`src/rtl/branch_resolution_queue_if.sv`:
```
// Issue, resolution and exception signals between the execute stage and the branch resolver.
interface branch_resolution_queue_if #(
  parameter int unsigned XLEN     = 32,
  parameter int unsigned ID_WIDTH = 3
);
  logic                flush;
  logic                issue_valid;
  logic                issue_ready;
  logic [ID_WIDTH-1:0] issue_id;
  logic [1:0]          issue_kind;
  logic [2:0]          issue_fn3;
  logic [XLEN-1:0]     issue_pc;
  logic [XLEN-1:0]     issue_fallthru;
  logic [20:0]         issue_offset;
  logic [XLEN-1:0]     issue_rs1;
  logic [XLEN-1:0]     issue_rs2;
  logic                next_valid;
  logic [XLEN-1:0]     next_pc;
  logic                res_valid;
  logic [ID_WIDTH-1:0] res_id;
  logic [XLEN-1:0]     res_pc;
  logic [XLEN-1:0]     res_target;
  logic                res_taken;
  logic                res_is_branch;
  logic                branch_flush;
  logic                exc_valid;
  logic [XLEN-1:0]     exc_pc;
  logic [XLEN-1:0]     exc_tval;

  modport master (
    output flush, issue_valid, issue_id, issue_kind, issue_fn3, issue_pc, issue_fallthru,
           issue_offset, issue_rs1, issue_rs2, next_valid, next_pc,
    input  issue_ready, res_valid, res_id, res_pc, res_target, res_taken, res_is_branch,
           branch_flush, exc_valid, exc_pc, exc_tval
  );

  modport slave (
    input  flush, issue_valid, issue_id, issue_kind, issue_fn3, issue_pc, issue_fallthru,
           issue_offset, issue_rs1, issue_rs2, next_valid, next_pc,
    output issue_ready, res_valid, res_id, res_pc, res_target, res_taken, res_is_branch,
           branch_flush, exc_valid, exc_pc, exc_tval
  );
endinterface

```
`src/rtl/branch_resolution_queue.sv`:
```
// Resolves branches/jumps at issue and holds them in order until the following instruction's
// PC is seen, then reports training results and flushes on a wrong successor PC.
module branch_resolution_queue #(
  parameter int unsigned XLEN     = 32,
  parameter int unsigned DEPTH    = 2,
  parameter int unsigned ID_WIDTH = 3,
  parameter int unsigned C_EXT    = 0
) (
  input  logic                     clk,
  input  logic                     rst,
  branch_resolution_queue_if.slave bus
);
  localparam int unsigned PTR_W = (DEPTH > 1) ? $clog2(DEPTH) : 1;
  localparam int unsigned CNT_W = $clog2(DEPTH + 1);

  typedef struct packed {
    logic [ID_WIDTH-1:0] id;
    logic [XLEN-1:0]     pc;
    logic [XLEN-1:0]     next;
    logic                taken;
    logic                is_branch;
  } entry_t;

  entry_t              mem_q [DEPTH];
  logic [PTR_W-1:0]    head_q, head_d, tail_q, tail_d;
  logic [CNT_W-1:0]    count_q, count_d;
  logic                exc_valid_q;
  logic [XLEN-1:0]     exc_pc_q, exc_tval_q;

  logic [XLEN-1:0]     off_sext, base, sum, target, next_addr;
  logic                is_jump, is_jalr, lt, cond, taken;
  logic                exc_trigger, enq, res_valid, br_flush, issue_ready;
  entry_t              head, new_entry;
  logic                unused_next_pc_lsb;

  function automatic logic [PTR_W-1:0] ptr_inc(input logic [PTR_W-1:0] p);
    return (p == PTR_W'(DEPTH - 1)) ? '0 : p + PTR_W'(1);
  endfunction

  // Issue-cycle evaluation of condition and target
  always_comb begin
    off_sext  = {{(XLEN-21){bus.issue_offset[20]}}, bus.issue_offset};
    is_jump   = (bus.issue_kind != 2'b00);
    is_jalr   = (bus.issue_kind == 2'b01);
    lt        = bus.issue_fn3[1] ? (bus.issue_rs1 < bus.issue_rs2)
                                 : ($signed(bus.issue_rs1) < $signed(bus.issue_rs2));
    cond      = (bus.issue_fn3[2] ? lt : (bus.issue_rs1 == bus.issue_rs2)) ^ bus.issue_fn3[0];
    taken     = cond | is_jump;
    base      = is_jalr ? bus.issue_rs1 : bus.issue_pc;
    sum       = base + off_sext;
    target    = is_jalr ? {sum[XLEN-1:1], 1'b0} : sum;
    next_addr = taken ? target : bus.issue_fallthru;
    new_entry = '{id: bus.issue_id, pc: bus.issue_pc, next: next_addr,
                  taken: taken, is_branch: ~is_jump};
  end

  // Head resolution against the successor PC; bit 0 never distinguishes a successor
  always_comb begin
    head        = mem_q[head_q];
    res_valid   = (count_q != '0) & bus.next_valid;
    br_flush    = res_valid & (bus.next_pc[XLEN-1:1] != head.next[XLEN-1:1]);
    issue_ready = (count_q < CNT_W'(DEPTH));
    exc_trigger = (C_EXT == 0) & bus.issue_valid & taken & target[1];
    enq         = bus.issue_valid & issue_ready & ~br_flush & ~bus.flush & ~exc_trigger;
  end

  always_comb begin
    head_d  = head_q;
    tail_d  = tail_q;
    count_d = count_q;
    if (bus.flush | exc_valid_q | br_flush) begin
      head_d  = '0;
      tail_d  = '0;
      count_d = '0;
    end else begin
      if (enq)       tail_d = ptr_inc(tail_q);
      if (res_valid) head_d = ptr_inc(head_q);
      case ({enq, res_valid})
        2'b10:   count_d = count_q + CNT_W'(1);
        2'b01:   count_d = count_q - CNT_W'(1);
        default: count_d = count_q;
      endcase
    end
  end

  always_ff @(posedge clk) begin
    if (rst) begin
      head_q      <= '0;
      tail_q      <= '0;
      count_q     <= '0;
      exc_valid_q <= 1'b0;
      exc_pc_q    <= '0;
      exc_tval_q  <= '0;
    end else begin
      head_q      <= head_d;
      tail_q      <= tail_d;
      count_q     <= count_d;
      exc_valid_q <= exc_trigger;
      if (exc_trigger) begin
        exc_pc_q   <= bus.issue_pc;
        exc_tval_q <= target;
      end
    end
  end

  // Entry storage needs no reset; count_q qualifies every read
  always_ff @(posedge clk) begin
    if (enq) mem_q[tail_q] <= new_entry;
  end

  assign bus.issue_ready   = issue_ready;
  assign bus.res_valid     = res_valid;
  assign bus.res_id        = head.id;
  assign bus.res_pc        = head.pc;
  assign bus.res_target    = head.next;
  assign bus.res_taken     = head.taken;
  assign bus.res_is_branch = head.is_branch;
  assign bus.branch_flush  = br_flush;
  assign bus.exc_valid     = exc_valid_q;
  assign bus.exc_pc        = exc_pc_q;
  assign bus.exc_tval      = exc_tval_q;

  assign unused_next_pc_lsb = bus.next_pc[0];
endmodule

```
`src/flat_wrapper.sv`:
```
// flat-port wrapper written by rule: the top's interface ports become plain ports
module branch_resolution_queue_flat 
#(
  parameter int unsigned XLEN     = 32,
  parameter int unsigned DEPTH    = 2,
  parameter int unsigned ID_WIDTH = 3,
  parameter int unsigned C_EXT    = 0
)
  (clk, rst, bus_flush, bus_issue_valid, bus_issue_id, bus_issue_kind, bus_issue_fn3, bus_issue_pc, bus_issue_fallthru, bus_issue_offset, bus_issue_rs1, bus_issue_rs2, bus_next_valid, bus_next_pc, bus_issue_ready, bus_res_valid, bus_res_id, bus_res_pc, bus_res_target, bus_res_taken, bus_res_is_branch, bus_branch_flush, bus_exc_valid, bus_exc_pc, bus_exc_tval);
  branch_resolution_queue_if #(.XLEN(XLEN), .ID_WIDTH(ID_WIDTH)) bus_i ();
  input  logic clk;
  input  logic rst;
  input wire logic [$bits(bus_i.flush)-1:0] bus_flush;
  input wire logic [$bits(bus_i.issue_valid)-1:0] bus_issue_valid;
  input wire logic [$bits(bus_i.issue_id)-1:0] bus_issue_id;
  input wire logic [$bits(bus_i.issue_kind)-1:0] bus_issue_kind;
  input wire logic [$bits(bus_i.issue_fn3)-1:0] bus_issue_fn3;
  input wire logic [$bits(bus_i.issue_pc)-1:0] bus_issue_pc;
  input wire logic [$bits(bus_i.issue_fallthru)-1:0] bus_issue_fallthru;
  input wire logic [$bits(bus_i.issue_offset)-1:0] bus_issue_offset;
  input wire logic [$bits(bus_i.issue_rs1)-1:0] bus_issue_rs1;
  input wire logic [$bits(bus_i.issue_rs2)-1:0] bus_issue_rs2;
  input wire logic [$bits(bus_i.next_valid)-1:0] bus_next_valid;
  input wire logic [$bits(bus_i.next_pc)-1:0] bus_next_pc;
  output wire logic [$bits(bus_i.issue_ready)-1:0] bus_issue_ready;
  output wire logic [$bits(bus_i.res_valid)-1:0] bus_res_valid;
  output wire logic [$bits(bus_i.res_id)-1:0] bus_res_id;
  output wire logic [$bits(bus_i.res_pc)-1:0] bus_res_pc;
  output wire logic [$bits(bus_i.res_target)-1:0] bus_res_target;
  output wire logic [$bits(bus_i.res_taken)-1:0] bus_res_taken;
  output wire logic [$bits(bus_i.res_is_branch)-1:0] bus_res_is_branch;
  output wire logic [$bits(bus_i.branch_flush)-1:0] bus_branch_flush;
  output wire logic [$bits(bus_i.exc_valid)-1:0] bus_exc_valid;
  output wire logic [$bits(bus_i.exc_pc)-1:0] bus_exc_pc;
  output wire logic [$bits(bus_i.exc_tval)-1:0] bus_exc_tval;
  assign bus_i.flush = bus_flush;
  assign bus_i.issue_valid = bus_issue_valid;
  assign bus_i.issue_id = bus_issue_id;
  assign bus_i.issue_kind = bus_issue_kind;
  assign bus_i.issue_fn3 = bus_issue_fn3;
  assign bus_i.issue_pc = bus_issue_pc;
  assign bus_i.issue_fallthru = bus_issue_fallthru;
  assign bus_i.issue_offset = bus_issue_offset;
  assign bus_i.issue_rs1 = bus_issue_rs1;
  assign bus_i.issue_rs2 = bus_issue_rs2;
  assign bus_i.next_valid = bus_next_valid;
  assign bus_i.next_pc = bus_next_pc;
  assign bus_issue_ready = bus_i.issue_ready;
  assign bus_res_valid = bus_i.res_valid;
  assign bus_res_id = bus_i.res_id;
  assign bus_res_pc = bus_i.res_pc;
  assign bus_res_target = bus_i.res_target;
  assign bus_res_taken = bus_i.res_taken;
  assign bus_res_is_branch = bus_i.res_is_branch;
  assign bus_branch_flush = bus_i.branch_flush;
  assign bus_exc_valid = bus_i.exc_valid;
  assign bus_exc_pc = bus_i.exc_pc;
  assign bus_exc_tval = bus_i.exc_tval;
  branch_resolution_queue #(.XLEN(XLEN), .DEPTH(DEPTH), .ID_WIDTH(ID_WIDTH), .C_EXT(C_EXT)) u_core (.clk(clk), .rst(rst), .bus(bus_i));
endmodule
```
`config.mk`:
```
export PLATFORM = sky130hd
export DESIGN_NAME = branch_resolution_queue_flat
export DESIGN_NICKNAME = d
export VERILOG_FILES = /design/src/rtl/branch_resolution_queue_if.sv /design/src/rtl/branch_resolution_queue.sv /design/src/flat_wrapper.sv
export SDC_FILE = /design/constraint.sdc
export NUM_CORES = 1
export LEC_CHECK = 0
export CAP_MARGIN = 20
export CORE_MARGIN = 8
export CORE_UTILIZATION = 43
export CTS_CLUSTER_SIZE = 8
export DETAILED_ROUTE_END_ITERATION = 16
export GPL_ROUTABILITY_DRIVEN = 0
export GPL_TIMING_DRIVEN = 0
export PLACE_DENSITY = 0.77
export SETUP_SLACK_MARGIN = 0.02
export SLEW_MARGIN = 20
export SYNTH_ARGS = -nofsm -noshare
export SYNTH_HDL_FRONTEND = slang
export SYNTH_SLANG_ARGS = --single-unit
```
`constraint.sdc`:
```
create_clock -name clk -period 7.2 [get_ports clk]
set_clock_uncertainty 0.1 [all_clocks]
set_input_delay 1.44 -clock clk [delete_from_list [all_inputs] [get_ports clk]]
set_output_delay 1.44 -clock clk [all_outputs]
set_load 0.02 [all_outputs]
```
# After elaboration in Yosys (flattened, before gate mapping)
# Memories as Yosys holds them, arrays and structs flattened. A register that Yosys moved wholly into a read port is not among the register bits.
# Cells that the tools add are included.
[op_classes]
add_sub_neg = 5
n_mul = 0
n_div = 0
order_cmp = 3
eq_ne = 5
shift = 0
muxes = 12
bitwise = 16
n_reduce_logical = 4
[ops]
columns = ["operator", "count"]
rows = [
  ["$lt 32x32->1", 2],
  ["$mux 32", 2],
  ["$add 32x32->32", 1],
  ["$eq 32x32->1", 1],
  ["$ne 31x31->1", 1],
  ["$mux 1", 9],
  ["$and 1x1->1", 8],
  ["$reduce_bool 2->1", 3],
  ["$eq 2x1->1 const B", 2],
  ["$not 1->1", 4],
  ["$pmux 2 s2", 1],
  ["$or 1x1->1", 3],
  ["$add 1x1->1 const B", 2],
  ["$add 2x1->2 const B", 1],
  ["$eq 2x2->1 const B", 1],
  ["$lt 2x2->1 const B", 1],
  ["$reduce_or 2->1", 1],
  ["$sub 2x1->2 const B", 1],
  ["$xor 1x1->1", 1],
]
[totals]
reg_bits = 69
latch_bits = 0
ram_bits = 138
mem_bits_ro = 0
in_bits = 194
out_inout_bits = 137
wordCells = 52
mem_count = 1
[mem_list]
columns = ["name", "depth", "width", "rd", "rd_clocked_by_memory_dff", "write_ports", "line_no", "source"]
rows = [
  ["u_core.mem_q", 2, 69, 1, 1, 1, "branch_resolution_queue.sv:24", "entry_t mem_q [DEPTH];"],
]

# Depth between registers and ports, before layout
[logic_depth]
ltp_word = 11
depth_mapped = 16
mapped_depth_nobuf = 15

# Worst setup path before layout
# No wires, ideal clock.
[synth_timing]
path_type = "in2reg"
from = "in bus_issue_kind[0]"
to = "mem u_core.mem_q[0][0] (netlist name), enable pin"
setup_ps = 497
t_arrival_ps = 6647
required_time_ps = 6603
slack_ps = -43
stages = 12
n_path_buf = 2
path_cell_list = "nor2b_1 clkbuf_1 clkbuf_1 mux2_2 ha_1 inv_1 fa_1 a31o_2 a311oi_2 nor4b_1 inv_1 nor2_1"
[synth_via]
elab_chain_len = 8
elab_cells_between_ends = 11
cone_classes = "1 x add/sub; 1 x eq/ne; 3 x mux; 5 x bitwise; 1 x reduce/logical"
[synth_rtl]
columns = ["item", "line_no", "source"]
rows = [
  ["start: declaration", "flat_wrapper.sv:16", "input wire logic [$bits(bus_i.issue_kind)-1:0] bus_issue_kind;"],
  ["$eq 2x1->1 / $reduce_bool 2->1 (equally long branches)", "branch_resolution_queue.sv:44, branch_resolution_queue.sv:43", ""],
  ["$mux 32 / $or 1x1->1 (equally long branches)", "branch_resolution_queue.sv:49, branch_resolution_queue.sv:48", ""],
  ["$add 32x32->32 / $and 1x1->1 (equally long branches)", "branch_resolution_queue.sv:50, branch_resolution_queue.sv:63", ""],
  ["$and 1x1->1 (*)", "branch_resolution_queue.sv:63", "exc_trigger = (C_EXT == 0) & bus.issue_valid & taken & target[1];"],
  ["$not 1->1 (*)", "branch_resolution_queue.sv:64", "enq = bus.issue_valid & issue_ready & ~br_flush & ~bus.flush & ~exc_trigger;"],
  ["$and 1x1->1 (*)", "branch_resolution_queue.sv:64", ""],
  ["$mux 1 (*)", "branch_resolution_queue.sv:108", "if (enq) mem_q[tail_q] <= new_entry;"],
  ["$mux 1 (not written as such) (*)", "branch_resolution_queue.sv:108", ""],
  ["end: declaration", "branch_resolution_queue.sv:24", ""],
]
# Mark *: on every way between the ends. The rest lies on a longest branch, timed or not.

==> results.txt <==
Data arrives at the worst endpoint at 6.21 ns. Once the floorplan was initialized, standard cells occupied 43.24% of the core. The run gives 38.8% as the share of power burned in registers. The worst setup path is captured at a register. The run gives 0 as the max-cap violation count.

For this run, the post-layout net count is 1559. After clock tree synthesis, the clock-pin slew on the worst setup and hold paths is 0.05 ns. The post-synthesis compound-gate area fraction came out at 7.873%. The min-delay analysis places its worst path in the category register to register. TritonCTS built the clock tree.

Before CTS, the worst setup slack after placement is 0.6156 ns. Internal power comes to 2.604 mW. Across the VDD grid, the largest voltage drop is 0.1683 mV.

The shortest period the worst path allows is 6.041 ns, and the fraction of power consumed by the clock network is 35.8%. After clock tree synthesis, the flow added hold-fix buffers numbering 0. The headroom to the max-slew limit came out at 47.88%. When the netlist entered floorplanning its net count stood at 1194.

In the synthesized netlist the dominant register cell turns out to be edfxtp_1. The total die area was 0.03131 mm²; the peak fanout along the critical path was 10. For this design the ratio of total power to cell area is 227.5 mW/mm².

In the routed design, unresolved DRC markers number 0. Worst setup path category: input port to register. The total overflow left after global routing is 0. The detailed router finished its first iteration with 521 violations. The post-synthesis simple-gate area fraction is 8.019%, and the summed instance area of the synthesized netlist is 0.01114 mm². The logs give 331 for the count of boundary I/O pins and 997.0 µW for the total net switching power. Multiplexer cells account for 18.27% of the synthesized area. The maximum number of pins on one net before global-route repair came out at 38. Buffers added to address setup during post-CTS repair amount to 0. Share of final-layout standard cells stronger than drive strength 1: 14.29%. Dividing the detail-routed via count by the number of cells gives 5.177. In this run the horizontal extent of the chip is 177.0 µm. The fraction of power spent switching nets was 27.69%; the number of warning messages in the yosys log was 0.

Leakage power figure: 5.939 nW. The portion of the post-synthesis area used by sequential elements was 49.78%; the maximum root-to-sink buffer count was 3. The tools report the number of CTS-inserted buffers as 30.

Global routing consumed, over all layers together, 22.28% of the routing resources. After routing, the total negative slack on setup checks comes to 0 ns. Once the clock tree was built, the resizer swapped 0 gates to a different size. After synthesis, the share of flip-flops with an asynchronous set or reset is 0%.

At the pin with the least slew margin, the transition time is 0.7818 ns. By area, the combinational part of the netlist is dominated by multiplexers. After synthesis, the netlist uses 62 different library cells. The combinational group share of total power came out at 25.4%. After legalization and detailed placement, the total HPWL measured 28770 µm. In the synthesized netlist, the number of instances is 935. The finished cells cover 0.01583 mm². The tools report the fmax as 0.1655 GHz.

The wire length per cell is 21.73 µm. The average instance in the mapped netlist occupies 11.92 µm². Of the available clock period, the critical path in the final layout requires 83.90%. The die is 177.0 µm tall.

The adder-cell area share of the yosys netlist came out at 7.367%. Setup repair after global routing left no endpoint under its margin. The tools report the placed standard-cell area as 0.01495 mm².

edfxtp_1 takes more of the synthesized area than any other cell. From synthesis to final layout, the design area changed by 42.08%. For this run, the detailed router's first-pass iteration total came to 5. After synthesis, the largest area contributor takes up 37.20% of total cell area. Worst path setup slack after routing: 1.159 ns.

Setup violations remaining at the end of the flow were counted as 0. The design draws 3.601 mW. The run finished with clean final reports.

The row count came out at 59. The startpoint class of the critical path was an input port. The synthesized netlist devotes 4.953% of its cell area to XOR and XNOR gates.

The max-slew violation total from the final report is 0, and the total clock sinks is 208. The number of buffer cells added on primary ports is 329, and the number of enable-type register cells in the synthesized netlist is 138. The tools report the area inside the core boundary as 0.02576 mm².

The run gives 0 as the number of nets with antenna violations after detailed routing. The first global-routing pass estimated 53410 µm of wire. The required time at the endpoint of the critical path was 7.37 ns. In this run the clock root is driven by a clkbuf_16. The tools report the number of hold-slack violations in the final timing report as 0. After synthesis, the cell types taking the most area are edfxtp_1 37%, mux2_2 13%, dfxtp_1 13%.

The H-tree depth was 1; the post-synthesis sequential element count was 208. The number of antenna violations at the first check in global routing is 3. For the total vias in the final route, the log shows 8605. The clock latency of the later-clocked register in the worst-skew pair is 0.54 ns.

The total detailed-routing wirelength came out at 36120 µm. The number of global-route vias before repair was 9099.
cell usage in the layout, fill, tap and decap left out, types with 8 or more instances in the layout:
cell type	n
nand2_1	36
xor2_1	40
nor2_1	86
mux2_2	130
a211oi_1	8
ha_1	64
a21oi_1	50
nand4_1	11
nand3_1	10
clkbuf_1	44
o21ai_0	20
dfxtp_1	70
xnor2_1	23
inv_1	51
edfxtp_1	138
nor3_1	9
mux2i_1	56
clkbuf_16	31
clkdlybuf4s50_1	329
synth_stat cells (7+ instances only):
| cell type | number |
|---|---|
| mux2i_1 | 56 |
| mux2_2 | 130 |
| nor2_1 | 87 |
| nor4_1 | 7 |
| nor3_1 | 9 |
| xnor2_1 | 23 |
| edfxtp_1 | 138 |
| nor2b_1 | 7 |
| dfxtp_1 | 70 |
| nand2_1 | 36 |
| ha_1 | 64 |
| a21oi_1 | 50 |
| o21ai_0 | 20 |
| a211oi_1 | 8 |
| nand3_1 | 10 |
| inv_1 | 51 |
| nand2b_1 | 7 |
| clkbuf_1 | 22 |
| nand4_1 | 11 |
| xor2_1 | 40 |
worst paths after layout:
kind / startpoint / to / slack (ns) / cells past startpoint
hold reg to reg: u_core.bus.exc_tval[31] / u_core.bus.exc_tval[31] / 0.35 / 2
setup / recovery: bus_issue_kind[0] / u_core.mem_q[1][32] / 1.16 / 17
setup reg to reg: register / u_core.mem_q[0][54] / 2.40 / 13
hold / removal: u_core.bus.exc_tval[31] / u_core.bus.exc_tval[31] / 0.35 / 2
per-stage QoR:
stage          utilization (%)  instances  hold slack, ns
6_report                 61.44       1662          0.3519
2_1_floorplan                -        935          0.3813
3_5_place_dp             58.03       1603          0.3476
3_3_place_gp             57.66       1599          0.3422
5_1_grt                  61.43       1661          0.3739
4_1_cts                  61.40       1658          0.3549
routing by layer:
metal  track usage (%)  vias up  wire length (µm)
met4             7.356        0              1048
met1             26.89     4112             14700
met3             4.480       60              2432
met2             39.01      276             17940
li1                  -     4157                 -
met5                 0        -                 0
registers in the layout (all words and copies together) (netlist names), named ones only:
| name | flops |
|---|---|
| u_core.head_q | 1 |
| u_core.bus.exc_tval | 32 |
| u_core.count_q | 2 |
| u_core.mem_q | 138 |
| u_core.bus.exc_valid | 1 |
| u_core.bus.exc_pc | 32 |
| u_core.tail_q | 1 |
power groups by stage:
stage	Sequential (mW)	Clock (mW)	Combinational [mW]
floorplan	1.46	0	0.470
global placement	1.42	0	0.894
detailed placement	1.42	0	0.917
CTS	1.40	1.31	0.923
global route	1.40	1.36	0.990
finish	1.40	1.29	0.916
cells by family (layout without fill, tap and decap cells):
logic type / count (synthesis) / after routing
AO/OA/AOI/OAI: 133 / 133
XOR/XNOR: 63 / 63
adder cells (fa/ha/maj): 65 / 65
buffers and inverters: 88 / 476
flip-flops: 208 / 208
multiplexers: 187 / 187
other: 0 / 4
AND/OR/NAND/NOR: 191 / 191
worst max-delay path: stages:
cell and delay, ns:
clkdlybuf4s50_1 0.49, nor2b_1 0.13, clkbuf_1 0.29, clkbuf_1 0.53, mux2_2 0.43, ha_1 0.22
inv_1 0.08, fa_1 0.20, nor2b_1 0.07, o31a_1 0.27, o21a_1 0.20, a211o_1 0.40
a311oi_2 0.44, o31a_1 0.26, o21ai_0 0.14, xor2_1 0.23, mux2_1 0.38
layout make-up:
cell class	instances	area, µm²
Fill cell	2085	9935
Sequential cell	208	5545
Multi-Input combinational cell	639	5189
Timing Repair Buffer	333	3381
Clock buffer	53	858.3
Tap cell	335	419.2
Buffer	37	225.2
Inverter	51	191.4
Clock inverter	2	10.01
Antenna cell	4	10.01
(Power assumes the default switching activity.)
